`src/rtl/tlc_param_ctrl.sv`:
```
// rtl/tlc_param_ctrl.sv - parametrised highway/farm-road traffic light controller
//
// Purpose: Moore FSM that alternates highway and farm-road green. It owns its
// dwell timer, synchronises the farm sensor, latches pedestrian requests and
// extends farm green while the sensor stays active, up to a ceiling.
// All durations are in clock cycles.
// Optional build macro: TLC_NIGHT_FLASH_EN adds a night flash state (111).
//
// Ports:
//   Clk, Rst       clock, synchronous active-high reset
//   farmSensor     raw asynchronous vehicle sensor
//   pedReq         pedestrian button (Clk-synchronous, any width)
//   nightMode      night flash request (only used with TLC_NIGHT_FLASH_EN)
//   state, count   debug: FSM state and dwell timer
//   farmSync       debug: synchronised sensor
//   highwaySignal  lamps: 11 green, 10 yellow, 01 red, 00 dark
//   farmSignal     lamps, same encoding
//   walk           pedestrian walk lamp
//   pedPending     latched, unserved pedestrian request
module tlc_param_ctrl #(
  parameter int CNT_W      = 31,
  parameter int T_ALLRED   = 50000000,
  parameter int T_YELLOW   = 150000000,
  parameter int T_HWY_MIN  = 1500000000,
  parameter int T_FARM_MIN = 150000000,
  parameter int T_FARM_EXT = 750000000
) (
  input  logic             Clk,
  input  logic             Rst,
  input  logic             farmSensor,
  input  logic             pedReq,
  input  logic             nightMode,
  output logic [2:0]       state,
  output logic [CNT_W-1:0] count,
  output logic             farmSync,
  output logic [1:0]       highwaySignal,
  output logic [1:0]       farmSignal,
  output logic             walk,
  output logic             pedPending
);

  localparam logic [2:0] S_INIT        = 3'b000;
  localparam logic [2:0] S_HWY_GREEN   = 3'b001;
  localparam logic [2:0] S_HWY_YELLOW  = 3'b010;
  localparam logic [2:0] S_ALLRED_A    = 3'b011;
  localparam logic [2:0] S_FARM_GREEN  = 3'b100;
  localparam logic [2:0] S_FARM_YELLOW = 3'b101;
  localparam logic [2:0] S_ALLRED_B    = 3'b110;
  localparam logic [2:0] S_FLASH       = 3'b111;

  localparam logic [1:0] L_GREEN  = 2'b11;
  localparam logic [1:0] L_YELLOW = 2'b10;
  localparam logic [1:0] L_RED    = 2'b01;
  localparam logic [1:0] L_DARK   = 2'b00;

  // Terminal count values: a dwell of T leaves on count == T-1.
  localparam logic [CNT_W-1:0] LAST_ALLRED   = CNT_W'(T_ALLRED - 1);
  localparam logic [CNT_W-1:0] LAST_YELLOW   = CNT_W'(T_YELLOW - 1);
  localparam logic [CNT_W-1:0] LAST_HWY      = CNT_W'(T_HWY_MIN - 1);
  localparam logic [CNT_W-1:0] LAST_FARM_MIN = CNT_W'(T_FARM_MIN - 1);
  localparam logic [CNT_W-1:0] LAST_FARM_MAX =
    CNT_W'(longint'(T_FARM_MIN) + longint'(T_FARM_EXT) - 64'sd1);

  logic [2:0]       state_q, state_d;
  logic [CNT_W-1:0] count_q, count_d;
  logic             sync1_q, sync2_q;
  logic             ped_q, ped_d;
  logic             phase_q, phase_d;

`ifndef TLC_NIGHT_FLASH_EN
  logic unused_night_mode;
  assign unused_night_mode = nightMode;
`endif

  // Next-state logic
  always_comb begin
    state_d = state_q;
    case (state_q)
      S_INIT:
        if (count_q == LAST_ALLRED) state_d = sync2_q ? S_FARM_GREEN : S_HWY_GREEN;
      S_HWY_GREEN: begin
        // count saturates at LAST_HWY, so equality also covers "at least".
        if (count_q == LAST_HWY && (sync2_q || ped_q)) state_d = S_HWY_YELLOW;
`ifdef TLC_NIGHT_FLASH_EN
        if (nightMode) state_d = S_FLASH;
`endif
      end
      S_HWY_YELLOW:
        if (count_q == LAST_YELLOW) state_d = S_ALLRED_A;
      S_ALLRED_A:
        if (count_q == LAST_ALLRED) state_d = S_FARM_GREEN;
      S_FARM_GREEN:
        if (count_q == LAST_FARM_MAX || (count_q >= LAST_FARM_MIN && !sync2_q))
          state_d = S_FARM_YELLOW;
      S_FARM_YELLOW:
        if (count_q == LAST_YELLOW) state_d = S_ALLRED_B;
      S_ALLRED_B:
        if (count_q == LAST_ALLRED) state_d = S_HWY_GREEN;
`ifdef TLC_NIGHT_FLASH_EN
      S_FLASH:
        if (!nightMode) state_d = S_INIT;
`endif
      default: state_d = S_INIT;
    endcase
  end

  // Dwell timer, phase bit and pedestrian latch
  always_comb begin
    if (state_d != state_q)
      count_d = '0;
    else if (state_q == S_HWY_GREEN && count_q == LAST_HWY)
      count_d = count_q;
`ifdef TLC_NIGHT_FLASH_EN
    else if (state_q == S_FLASH && count_q == LAST_ALLRED)
      count_d = '0;
`endif
    else
      count_d = count_q + 1'b1;

    // Phase restarts at 0 on every FLASH entry and toggles on each timer wrap.
    if (state_q == S_FLASH && state_d == S_FLASH)
      phase_d = phase_q ^ (count_q == LAST_ALLRED);
    else
      phase_d = 1'b0;

    // Clearing on entry into FARM_GREEN makes the latch read 0 from the
    // first farm-green cycle; the clear beats a same-cycle set.
    if (state_d == S_FARM_GREEN)
      ped_d = 1'b0;
    else
      ped_d = ped_q | (pedReq && state_q != S_FARM_GREEN);
  end

  always_ff @(posedge Clk) begin
    if (Rst) begin
      state_q <= S_INIT;
      count_q <= '0;
      sync1_q <= 1'b0;
      sync2_q <= 1'b0;
      ped_q   <= 1'b0;
      phase_q <= 1'b0;
    end else begin
      state_q <= state_d;
      count_q <= count_d;
      sync1_q <= farmSensor;
      sync2_q <= sync1_q;
      ped_q   <= ped_d;
      phase_q <= phase_d;
    end
  end

  // Moore lamp decode
  always_comb begin
    highwaySignal = L_RED;
    farmSignal    = L_RED;
    walk          = 1'b0;
    case (state_q)
      S_HWY_GREEN:   highwaySignal = L_GREEN;
      S_HWY_YELLOW:  highwaySignal = L_YELLOW;
      S_FARM_GREEN: begin
        farmSignal = L_GREEN;
        walk       = 1'b1;
      end
      S_FARM_YELLOW: farmSignal = L_YELLOW;
`ifdef TLC_NIGHT_FLASH_EN
      S_FLASH: begin
        highwaySignal = phase_q ? L_DARK : L_YELLOW;
        farmSignal    = phase_q ? L_DARK : L_RED;
      end
`endif
      default: ;
    endcase
  end

  assign state      = state_q;
  assign count      = count_q;
  assign farmSync   = sync2_q;
  assign pedPending = ped_q;

endmodule

```
`config.mk`:
```
export PLATFORM = sky130hd
export DESIGN_NAME = tlc_param_ctrl
export DESIGN_NICKNAME = d
export VERILOG_FILES = /design/src/rtl/tlc_param_ctrl.sv
export SDC_FILE = /design/constraint.sdc
export NUM_CORES = 1
export LEC_CHECK = 0
export ABC_AREA = 1
export BUFFER_PORTS_ARGS = -buffer_cell sky130_fd_sc_hd__clkbuf_2
export CAP_MARGIN = 20
export CORE_MARGIN = 5
export CORE_UTILIZATION = 40
export DETAILED_ROUTE_END_ITERATION = 8
export PLACE_DENSITY = 0.61
export SYNTH_ARGS = -nofsm -noshare
export SYNTH_HDL_FRONTEND = slang
export SYNTH_SLANG_ARGS = --single-unit
export TNS_END_PERCENT = 20
```
`constraint.sdc`:
```
create_clock -name Clk -period 2.5 [get_ports Clk]
set_clock_uncertainty 0.15 [all_clocks]
set_input_delay 0.25 -clock Clk [delete_from_list [all_inputs] [get_ports Clk]]
set_output_delay 0.25 -clock Clk [all_outputs]
set_load 0.02 [all_outputs]
```
* Word-level counts from Yosys, hierarchy flattened
Index checks and enable logic that the tools add are counted.
W data, S select, Z words.
** Word-level totals
- Bits in registers :: 37
- Input port bits :: 5
- Output and inout port bits :: 41
- Word-level logic and storage cells :: 43
** Cells by class
- $add $sub $neg :: 1
- Order comparisons :: 1
- Eq/ne operators :: 13
- Mux-type cells :: 12
- Bitwise operators :: 1
- Reduce and logical (&&, ||, !) cells :: 10
** Operators with widths (count)
- $add A31 B1 Y31 const B :: 1
- $eq A31 B26 Y1 const B :: 1
- $eq A31 B28 Y1 const B :: 1
- $eq A31 B30 Y1 const B :: 1
- $eq A31 B31 Y1 const B :: 1
- $ge A31 B28 Y1 const B :: 1
- $mux W3 :: 8
- $pmux W3 S7 :: 1
- $eq A3 B3 Y1 const B :: 4
- $pmux W2 S2 :: 2
- $eq A3 B2 Y1 const B :: 2
- $logic_and A1 B1 Y1 :: 4
- $reduce_or A2 Y1 :: 2
- $eq A3 B1 Y1 const B :: 1
- $logic_not A3 Y1 :: 1
- $ne A3 B3 Y1 :: 1
- $ne A3 B3 Y1 const B :: 1
- $logic_or A1 B1 Y1 :: 2
- $logic_not A1 Y1 :: 1
- $mux W1 :: 1
- $or A1 B1 Y1 :: 1

* Longest topological paths before layout
Gate-level depths: netlist of run 1.
- Depth in word-level cells :: 7
- Depth in mapped cells :: 16
- Depth with buffers taken out :: 16

* Worst setup path before layout of run 1
No wires, ideal clock.
- Path type :: register -> register
- From :: reg state_q[2], in the netlist state[2]
- To :: reg count_q[15], in the netlist count[15]
- Library setup time :: 62 ps
- Arrival time :: 2197 ps
- Data required time :: 2288 ps
- Path slack :: 91 ps
- Stages on the path, launching flop included :: 12
- Path buffers :: 1
- Clock period less this slack :: 2409 ps
- Cell sequence :: dfxtp_1 > inv_1 > nor3_1 > inv_1 > nand2_1 > inv_1 > nand3_1 > nor2_1 > nor3_1 > nand2_2 > buf_6 > nor2_2
** Between the ends
- Cells in the longest elaborated chain, start to end :: 4
- Elaborated cells between the ends (all ways) :: 18
- Classes of those cells :: 7 x eq/ne; 8 x mux; 3 x reduce/logical
** RTL lines
- start, declared :: line 64 : logic [2:0] state_q, state_d;
- start signal, assigned :: line 143 : state_q <= state_d;
- $eq A3 B3 Y1, or another cell as far along :: line 78 : case (state_q)
- $pmux W3 S7 :: line 78
- $ne A3 B3 Y1 :: line 109 : if (state_d != state_q)
- $reduce_or A2 Y1 (no source line)
- end signal, assigned :: line 144 : count_q <= count_d;
- end, declared :: line 65 : logic [CNT_W-1:0] count_q, count_d;
Parallel ways exist; a longest one is shown, timed or not.
A chain may end at the register's enable or synchronous reset.

* Worst setup path after layout of run 1
- From :: reg count_q[0], in the netlist count[0]
- To :: reg count_q[28], in the netlist count[28]
** Between the ends
- Cells in the longest elaborated chain, start to end :: 7
- Elaborated cells between the ends (all ways) :: 20
- Classes of those cells :: 1 x add/sub; 1 x order compare; 5 x eq/ne; 8 x mux; 5 x reduce/logical
** RTL lines
- $ge A31 B28 Y1 :: line 93 : if (count_q == LAST_FARM_MAX || (count_q >= LAST_FARM_MIN && !sync2_q))
- $logic_and A1 B1 Y1 :: line 93
- $logic_or A1 B1 Y1 :: line 93
- $mux W3 :: line 93
- $pmux W3 S7 :: line 78
- $ne A3 B3 Y1 :: line 109
- $reduce_or A2 Y1 (no source line)
Parallel ways exist; a longest one is shown, timed or not.

==> results of run 1 <==
==> state kept, by name, summed over array words and instances, names as in the netlist <==
signal	count
count	31
state	3
farmSync	1
pedPending	1
sync1_q	1
==> cell type report <==
type                    count  area (um^2)
inverters                  79        296.5
clock inverters             1        5.005
clock buffers               5        68.82
flip-flops and latches     37        742.0
fillers                   778         3508
well taps                  80        100.1
repair buffers             61        375.4
multi-input cells         337         1660
==> power groups by stage <==
stage          sequential [mW]  clock [mW]  combinational [mW]
2_1_floorplan            0.645           0               0.103
3_3_place_gp             0.627           0               0.172
3_5_place_dp             0.628           0               0.176
4_1_cts                  0.614       0.405               0.177
5_1_grt                  0.616       0.437               0.191
6_report                 0.614       0.393               0.173
==> synthesized netlist by cell type, drive strengths merged <==
master    n
a21oi     3
buf       9
clkbuf    2
dfxtp    37
ha        1
inv      79
mux2i     1
nand2   105
nand3    31
nand4    16
nor2    117
nor3     18
nor4      9
o21ai     8
or2       3
xnor2     2
xor2     23
==> per-layer routing <==
metal	GRT usage [%]	share of wire (%)	vias up
met1	28.54	49	1339
met5	0	0	-
met3	2.977	5.5	9
met4	3.907	1.3	0
li1	-	-	1541
met2	31.51	44	90
==> cell families after synthesis <==
kind of cell / after synthesis / share of synthesized area [%]
adder cells (fa/ha/maj): 1 / 0.4514
multiplexers: 1 / 0.3612
buffers and inverters: 90 / 13.36
AND/OR/NAND/NOR: 299 / 49.21
flip-flops: 37 / 26.73
AO/OA/AOI/OAI: 11 / 1.986
XOR/XNOR: 25 / 7.901
==> worst max-delay path: cells and delay by family (launching register included) <==
family        cells  cell delay, ns
flops             1            0.34
buf+inv           2            0.27
simple gates     11            1.21
fa+ha+maj         1            0.19
==> stage by stage <==
step / util (%) / hold slack [ns]
after floorplan: - / 0.1712
after global placement: 46.81 / 0.2412
after detailed placement: 46.81 / 0.2505
after CTS: 48.06 / 0.06776
after global routing: 48.07 / 0.06980
final: 48.07 / 0.06037
==> how the worst max path moves through the flow <==
stage | to | slack, ns | cells past startpoint
2_1_floorplan | count[15] | 0.09 | 11
5_1_grt | count[24] | 0.01 | 12
4_1_cts | count[28] | 0.25 | 12
6_report | count[28] | 0.26 | 14
3_3_place_gp | count[24] | 0.27 | 12
3_5_place_dp | count[28] | 0.26 | 12
==> what timing repair did <==
| item | CTS | global route |
|---|---|---|
| endpoints found under the setup margin | 0 | 1 |
| resized for setup | 0 | 1 |
| hold endpoints to repair | 1 | 0 |
| hold buffers | 1 | 0 |
==> cells in the final DEF (no fill, tap or decap), drive strengths merged <==
| cell | synthesis | final |
|---|---|---|
| a21oi | 3 | 3 |
| buf | 9 | 16 |
| clkbuf | 2 | 49 |
| clkinv | 0 | 1 |
| dfxtp | 37 | 37 |
| dlygate4sd3 | 0 | 1 |
| ha | 1 | 1 |
| inv | 79 | 79 |
| mux2i | 1 | 1 |
| nand2 | 105 | 105 |
| nand3 | 31 | 31 |
| nand4 | 16 | 16 |
| nor2 | 117 | 117 |
| nor3 | 18 | 18 |
| nor4 | 9 | 9 |
| o21ai | 8 | 8 |
| or2 | 3 | 3 |
| xnor2 | 2 | 2 |
| xor2 | 23 | 23 |
==> results_dict.tcl, run 1 <==
set metrics [dict create \
    status "finished clean" \
    n_antenna_cell 0 \
    insertion_delay_ns 0.29 \
    slowest_delay_ns 0.34 \
    clkPwrFrac_pct 33.3 \
    dieWidth_um 93.24 \
    p_per_area_mw_per_mm2 363.4 \
    worst_slack_ns 0.2554 \
    avgSynthCellArea_um2 5.973 \
    finalNonFillerCells 600 \
    p_sw_mw 0.3296 \
    drv_cap 0 \
    fin_crit_sh_pct 89.79 \
    final_max_slew_viol_count 0 \
    timing.setup.tns_ns 0 \
    cts_tree "done" \
    relSlewSlack_pct 58.21 \
    wirelength_um 8177 \
    initial_core_util_pct 41.02 \
    ys_warn_count 0 \
    final_cell_area_mm2 0.003248 \
    place_inst 593 \
    viasPerCell 4.965 \
    hold_path_end "farmSync" \
    port_buffers 44 \
    syn_inst 464 \
    antenna_found_initial 0 \
    crit_fanout 18 \
    crit_start "count[0]" \
    seqPwrFrac_pct 52.0 \
    r2r-start "count[0]" \
    hold-path-cell-count 2 \
    place_area_mm2 0.003163 \
    synth-seq-cells 37 \
    ios 46 \
    critPathSlowestCell "dfxtp_1" \
    drt_pass1_iterations 6 \
    clk_pin_slew_ns 0.08 \
    critPathLaunchType "flop" \
    period_minus_slack_ns 2.245 \
    place_congestion 0.9681 \
    vias 2979 \
    finalHoldViolations 0 \
    r2r_cells 14 \
    area_growth_pct 17.20 \
    synth_area_mm2 0.002771 \
    cts_buffer_depth 2 \
    arrival_ns 2.33 \
    dieHeight_um 93.24 \
    postCtsSetupBuffers 0 \
    max_freq_mhz 445.5 \
    die_area_mm2 0.008693 \
    r2r-end "count[28]" \
    power.share.switching_pct 27.92 \
    drtIter0Drc 290 \
    holdCritStartpoint "Rst" \
    rsz0062_at_grt "no" \
    antenna_left 0 \
    worstHoldPathType "in -> reg" \
    ys_seq_area_share_pct 26.73 \
    ys_top_cells_by_area "dfxtp_1 27%, nand2_1 14%, nor2_1 11%, inv_1 10%, xor2_1 7.3%" \
    htree_levels 2 \
    worstPathCellList "ha_1, inv_1, nor2_2, nand2_1, nor2_1, nand3_1, nand2_1, nand3_1, nor2_1, nand2_1, nand2_1, nand2_2, buf_12, nor2_2" \
    r2r_slack_ns 0.26 \
    synth_top_area_share_pct 26.73 \
    yosysTopAreaCell "dfxtp_1" \
    clkSinkCount 37 \
    grt_max_degree 19 \
    grt_pass1_vias 2744 \
    worst_pin_slew_ns 0.6221 \
    drcViolationCount 0 \
    required_ns 2.58 \
    ir_drop_mv 0.2223 \
    hpwl_um 6696 \
    crit_path_end_kind "flop" \
    p_int_mw 0.8507 \
    total_leakage_power_nw 1.369 \
    grt_pass1_wl_um 13790 \
    synth_fp_nets 470 \
    finalSetupViolations 0 \
    drive_above_1_share_pct 21.15 \
    core-area_mm2 0.006756 \
    wl_per_cell_um 13.63 \
    place_ws_ns 0.2637 \
    fin_nets 527 \
    numCtsBuffers 5 \
    comb_power_share_pct 14.7 \
    grt_util_all_layers_pct 19.87 \
    grt_overflow_total 0 \
    cts_root_buffer "clkbuf_8" \
    ys_types 25 \
    rows 30 \
    path_common_cell "nand2_1" \
    worstSetupPathType "reg -> reg" \
    p_total_mw 1.180 \
]
Power figures use the tool's default switching activity.
==> run 2, diff against run 1 <==
--- a/config.mk
+++ b/config.mk
@@ -12,6 +12,7 @@
 export CORE_UTILIZATION = 40
 export DETAILED_ROUTE_END_ITERATION = 8
 export PLACE_DENSITY = 0.61
+export REMOVE_ABC_BUFFERS = 1
 export SYNTH_ARGS = -nofsm -noshare
 export SYNTH_HDL_FRONTEND = slang
 export SYNTH_SLANG_ARGS = --single-unit
==> run 2 against run 1 <==
Against the previous run:
- sequential cell count did not move
- sequential power is essentially flat
- clock power up 2%
- cell area up 0.15%
- clock-buffer cell count stayed put
- setup slack lost 0.080 ns
- critical path type unchanged
- critical endpoint is now count[8]
- largest power group unchanged
==> results_dict.tcl, run 2 (synthesis results as in run 1) <==
set metrics [dict create \
    viasPerCell 5.069 \
    dieHeight_um 93.24 \
    place_congestion 0.9361 \
    final_common_cell "nand2_1" \
    finalHoldViolations 0 \
    place_ws_ns 0.08965 \
    grt_pass1_wl_um 14440 \
    p_per_area_mw_per_mm2 364.5 \
    rsz0062_at_grt "no" \
    drcViolationCount 0 \
    drv_cap 0 \
    final_max_slew_viol_count 0 \
    crit_fanout 15 \
    wl_per_cell_um 14.50 \
    largest_reg_flops 31 \
    cts_buffer_depth 2 \
    port_buffers 44 \
    ios 46 \
    numCtsBuffers 5 \
    hpwl_um 7005 \
    clkSinkCount 37 \
    max_freq_mhz 430.2 \
    cts_root_buffer "clkbuf_8" \
    core-area_mm2 0.006756 \
    ir_drop_mv 0.2480 \
    crit_path_end_kind "flop" \
    period_minus_slack_ns 2.325 \
    n_antenna_cell 0 \
    vias 3031 \
    worstSetupPathType "reg -> reg" \
    arrival_ns 2.40 \
    drive_above_1_share_pct 22.01 \
    antenna_left 0 \
    fin_crit_sh_pct 92.99 \
    insertion_delay_ns 0.29 \
    worstHoldPathType "in -> reg" \
    relSlewSlack_pct 72.43 \
    worst_pin_slew_ns 0.4105 \
    grt_overflow_total 0 \
    nFillCells 760 \
    status "finished clean" \
    drt_pass1_iterations 5 \
    layout_common_cells "103 x nand2_1, 81 x nor2_1, 77 x inv_1, 44 x clkbuf_2, 34 x nor2_2" \
    finalSetupViolations 0 \
    total_leakage_power_nw 1.379 \
    fin_util_pct 48.15 \
    critPathLaunchType "flop" \
    drtIter0Drc 263 \
    p_total_mw 1.186 \
    htree_levels 2 \
    grt_max_degree 17 \
    fin_nets 525 \
    initial_core_util_pct 41.02 \
    required_ns 2.58 \
    die_area_mm2 0.008693 \
    grt_pass1_vias 2898 \
    dieWidth_um 93.24 \
    worst_slack_ns 0.1753 \
    cts_tree "done" \
    wirelength_um 8669 \
    rows 30 \
    grt_util_all_layers_pct 21.06 \
    timing.setup.tns_ns 0 \
    antenna_found_initial 0 \
    area_growth_pct 17.38 \
    clk_pin_slew_ns 0.07 \
]
-- run 2: where the power goes --
group	internal (mW)	switching, mW	leakage, nW	total (mW)
combinational	0.0618	0.106	1.04	0.168
clock	0.184	0.217	0.0399	0.401
sequential	0.603	0.0136	0.301	0.617
-- run 2: final timing paths --
path              startpoint       end  slack (ns)  cells past startpoint
hold reg to reg      sync1_q  farmSync        0.26                      2
setup reg to reg   count[13]  count[8]        0.18                     13
hold / removal           Rst  state[1]        0.07                      2
setup / recovery   count[13]  count[8]        0.18                     13
-- run 2: layer usage --
| metal | track usage (%) | wire length (um) | up-vias |
|---|---|---|---|
| li1 | - | - | 1538 |
| met1 | 28.67 | 4149 | 1390 |
| met2 | 33.95 | 3956 | 88 |
| met3 | 3.138 | 382 | 15 |
| met4 | 6.838 | 181 | 0 |
| met5 | 0 | 0 | - |
-- run 2: area by class of cell --
type / count / area [um^2] / area share [%]
multi-input combinational: 337 / 1677 / 51.54
sequential: 37 / 745.7 / 22.92
timing repair buffer: 59 / 360.3 / 11.08
inverter: 79 / 296.5 / 9.115
tap: 80 / 100.1 / 3.077
clock buffer: 5 / 68.82 / 2.115
clock inverter: 1 / 5.005 / 0.1538
-- run 2: critical path: stages, from the launching register on --
cell and delay (ns):
dfxtp_1 0.46, nand2_1 0.19, nor2_4 0.15, inv_2 0.09, nor2_1 0.11, nand2_1 0.10, nor2_2 0.11, nand2_1 0.09
nand3_1 0.12, nor2_1 0.05, nor3_1 0.21, nand2_2 0.16, buf_12 0.19, nor2_2 0.09
-- run 2: timing repair --
item,CTS,global route
hold endpoints to repair,1,0
buffers inserted,0,0
setup endpoints to repair,0,31
resized for setup,0,8
hold buffers,1,0
-- run 2: per-stage QoR --
| step | hold WS (ns) | instances | area (um^2) |
|---|---|---|---|
| floorplan | 0.1712 | 453 | 2698 |
| global placement | 0.2402 | 591 | 3148 |
| detailed placement | 0.2535 | 591 | 3148 |
| CTS | 0.06199 | 598 | 3232 |
| global route | 0.08411 | 598 | 3253 |
| finish | 0.06837 | 598 | 3253 |
==> run 3, diff against run 2 <==
--- a/config.mk
+++ b/config.mk
@@ -5,13 +5,13 @@
 export SDC_FILE = /design/constraint.sdc
 export NUM_CORES = 1
 export LEC_CHECK = 0
-export ABC_AREA = 1
+export ABC_CLOCK_PERIOD_IN_PS = 2500
 export BUFFER_PORTS_ARGS = -buffer_cell sky130_fd_sc_hd__clkbuf_2
 export CAP_MARGIN = 20
 export CORE_MARGIN = 5
 export CORE_UTILIZATION = 40
 export DETAILED_ROUTE_END_ITERATION = 8
-export PLACE_DENSITY = 0.61
+export PLACE_DENSITY = 0.62
 export REMOVE_ABC_BUFFERS = 1
 export SYNTH_ARGS = -nofsm -noshare
 export SYNTH_HDL_FRONTEND = slang
==> run 3 against run 2 <==
Against the previous run:
- maximum frequency grew 0.35%
- cell count fell by 34%
- critical path depth is 7 lower
- largest power group unchanged
- clock-buffer cell count is 2 higher
==> results_dict.tcl, run 3 <==
set metrics [dict create \
    status "finished clean" \
    slowest_delay_ns 0.49 \
    finalNonFillerCells 394 \
    async_reset_ff_share_pct 0 \
    final_common_cell "clkbuf_2" \
    wl_per_cell_um 15.77 \
    cts_tree "done" \
    antenna_found_initial 0 \
    cts_buffer_depth 2 \
    rows 28 \
    required_ns 2.55 \
    syn_inst 266 \
    crit_path_end_kind "flop" \
    worst_slack_ns 0.1833 \
    worstSetupPathType "reg -> reg" \
    synth_edf_count 0 \
    ys_top_cells_by_area "dfxtp_1 30%, nor3_2 13%, xnor2_1 8.9%, nand4_2 3.1%, nor3_1 3.1%" \
    max_freq_mhz 431.6 \
    ys_seq_area_share_pct 30.13 \
    clk_pin_slew_ns 0.08 \
    place_congestion 0.8651 \
    dieHeight_um 88.40 \
    timing.setup.tns_ns 0 \
    avgSynthCellArea_um2 9.243 \
    worstPathCellList "and4_1, nand4_2, nor2_4, mux2i_1, a311oi_2, a311oi_1" \
    grt_pass1_vias 2084 \
    vias 2206 \
    drt_pass1_iterations 4 \
    grt_util_all_layers_pct 16.03 \
    fin_crit_sh_pct 92.67 \
    critPathLaunchType "flop" \
    final_cell_area_mm2 0.002983 \
    crit_fanout 8 \
    yosysTopAreaCell "dfxtp_1" \
    ys_types 51 \
    cts_root_buffer "clkbuf_8" \
    core-area_mm2 0.005956 \
    initial_core_util_pct 41.28 \
    period_minus_slack_ns 2.317 \
    insertion_delay_ns 0.29 \
    ys_warn_count 0 \
    ios 46 \
    grt_pass1_wl_um 9901 \
    arrival_ns 2.37 \
    synth_ff_type "dfxtp_1" \
    ir_drop_mv 0.3407 \
    htree_levels 2 \
    drv_cap 0 \
    drcViolationCount 0 \
    n_antenna_cell 0 \
    numCtsBuffers 5 \
    cts_hold_buffers 0 \
    worst_pin_slew_ns 0.5307 \
    total_leakage_power_nw 1.120 \
    finalHoldViolations 0 \
    largest_reg_flops 31 \
    hpwl_um 4299 \
    relSlewSlack_pct 64.12 \
    drive_above_1_share_pct 39.18 \
    place_area_mm2 0.002773 \
    area_growth_pct 21.32 \
    synth_top_area_share_pct 30.13 \
    synth.cells.most_frequent "37 x dfxtp_1, 31 x nor3_2, 25 x xnor2_1" \
    clkSinkCount 37 \
    port_buffers 44 \
    grt_overflow_total 0 \
    wirelength_um 6215 \
    viasPerCell 5.599 \
    synth-seq-cells 37 \
    place_inst 382 \
    worstHoldPathType "in -> reg" \
    critPathSlowestCell "dfxtp_1" \
    grt_max_degree 32 \
    finalSetupViolations 0 \
    drtIter0Drc 130 \
    p_per_area_mw_per_mm2 380.8 \
    synth_area_mm2 0.002459 \
    place_ws_ns 0.05981 \
    rsz0062_at_grt "no" \
    final_max_slew_viol_count 0 \
    antenna_left 0 \
    dieWidth_um 88.40 \
    layout_common_cells "44 x clkbuf_2, 36 x dfxtp_1, 31 x nor3_2, 25 x xnor2_1" \
    die_area_mm2 0.007815 \
    fin_nets 324 \
    yosysMostFrequentCell "dfxtp_1" \
]
==> run 3: cells by family after synthesis <==
family                     Yosys count  share of synthesized area (%)
DFF                                 37                          30.13
xor gates and xnor gates            30                          10.69
muxes                                4                          1.629
AOI/OAI and AO/OA                   20                          6.107
buffers and inverters               20                          5.292
adders and majority gates            2                         0.9160
and+or+nand+nor                    153                          45.24
==> run 3: per-stage QoR <==
step	hold slack (ns)	utilization (%)	power [mW]
after floorplan	0.1691	-	0.6506
after global placement	0.2707	46.55	0.6729
after detailed placement	0.2822	46.55	0.6745
after CTS	0.005625	48.26	1.149
after global routing	0.02059	50.08	1.186
final	0.01619	50.08	1.136
==> run 3: timing repair <==
| item | in CTS | in global routing |
|---|---|---|
| resized for setup | 0 | 10 |
| buffers inserted | 0 | 3 |
| endpoints found under the setup margin | 0 | 33 |
==> run 3: critical path, delay by kind of cell, from the launching register on <==
family           cells  cell delay, ns
flip-flops           1            0.49
AO/OA/AOI/OAI        2            0.39
multiplexers         1            0.25
AND/OR/NAND/NOR      3            0.94
==> run 3: worst paths after layout <==
path | startpoint | endpoint | slack, ns | cells after the start
worst max-delay path | count[13] | pedPending | 0.18 | 6
worst min-delay path | farmSensor | sync1_q | 0.02 | 2
worst max register to register | count[13] | pedPending | 0.18 | 6
worst min register to register | sync1_q | farmSync | 0.30 | 1
==> run 3: layer usage <==
layer	GRT usage [%]	part of all wire [%]	vias up	wire [um]
met5	0	0	-	0
met4	6.044	1.8	0	112
met3	3.631	5.3	11	330
met2	25.22	47	73	2928
met1	21.42	46	1050	2844
li1	-	-	1072	-
==> run 3: power breakdown <==
group          internal, mW  total [mW]  switching [mW]
clock                 0.249       0.469           0.220
sequential            0.596       0.604         0.00807
combinational        0.0251      0.0626          0.0375
total                 0.870        1.14           0.266
==> run 3: final cells by class <==
class | instances | area, um^2
Clock buffer | 7 | 96.34
Clock inverter | 1 | 5.005
Fill cell | 589 | 2973
Inverter | 6 | 22.52
Multi-Input combinational cell | 209 | 1638
Sequential cell | 37 | 742.0
Tap cell | 75 | 93.84
Timing Repair Buffer | 59 | 385.4
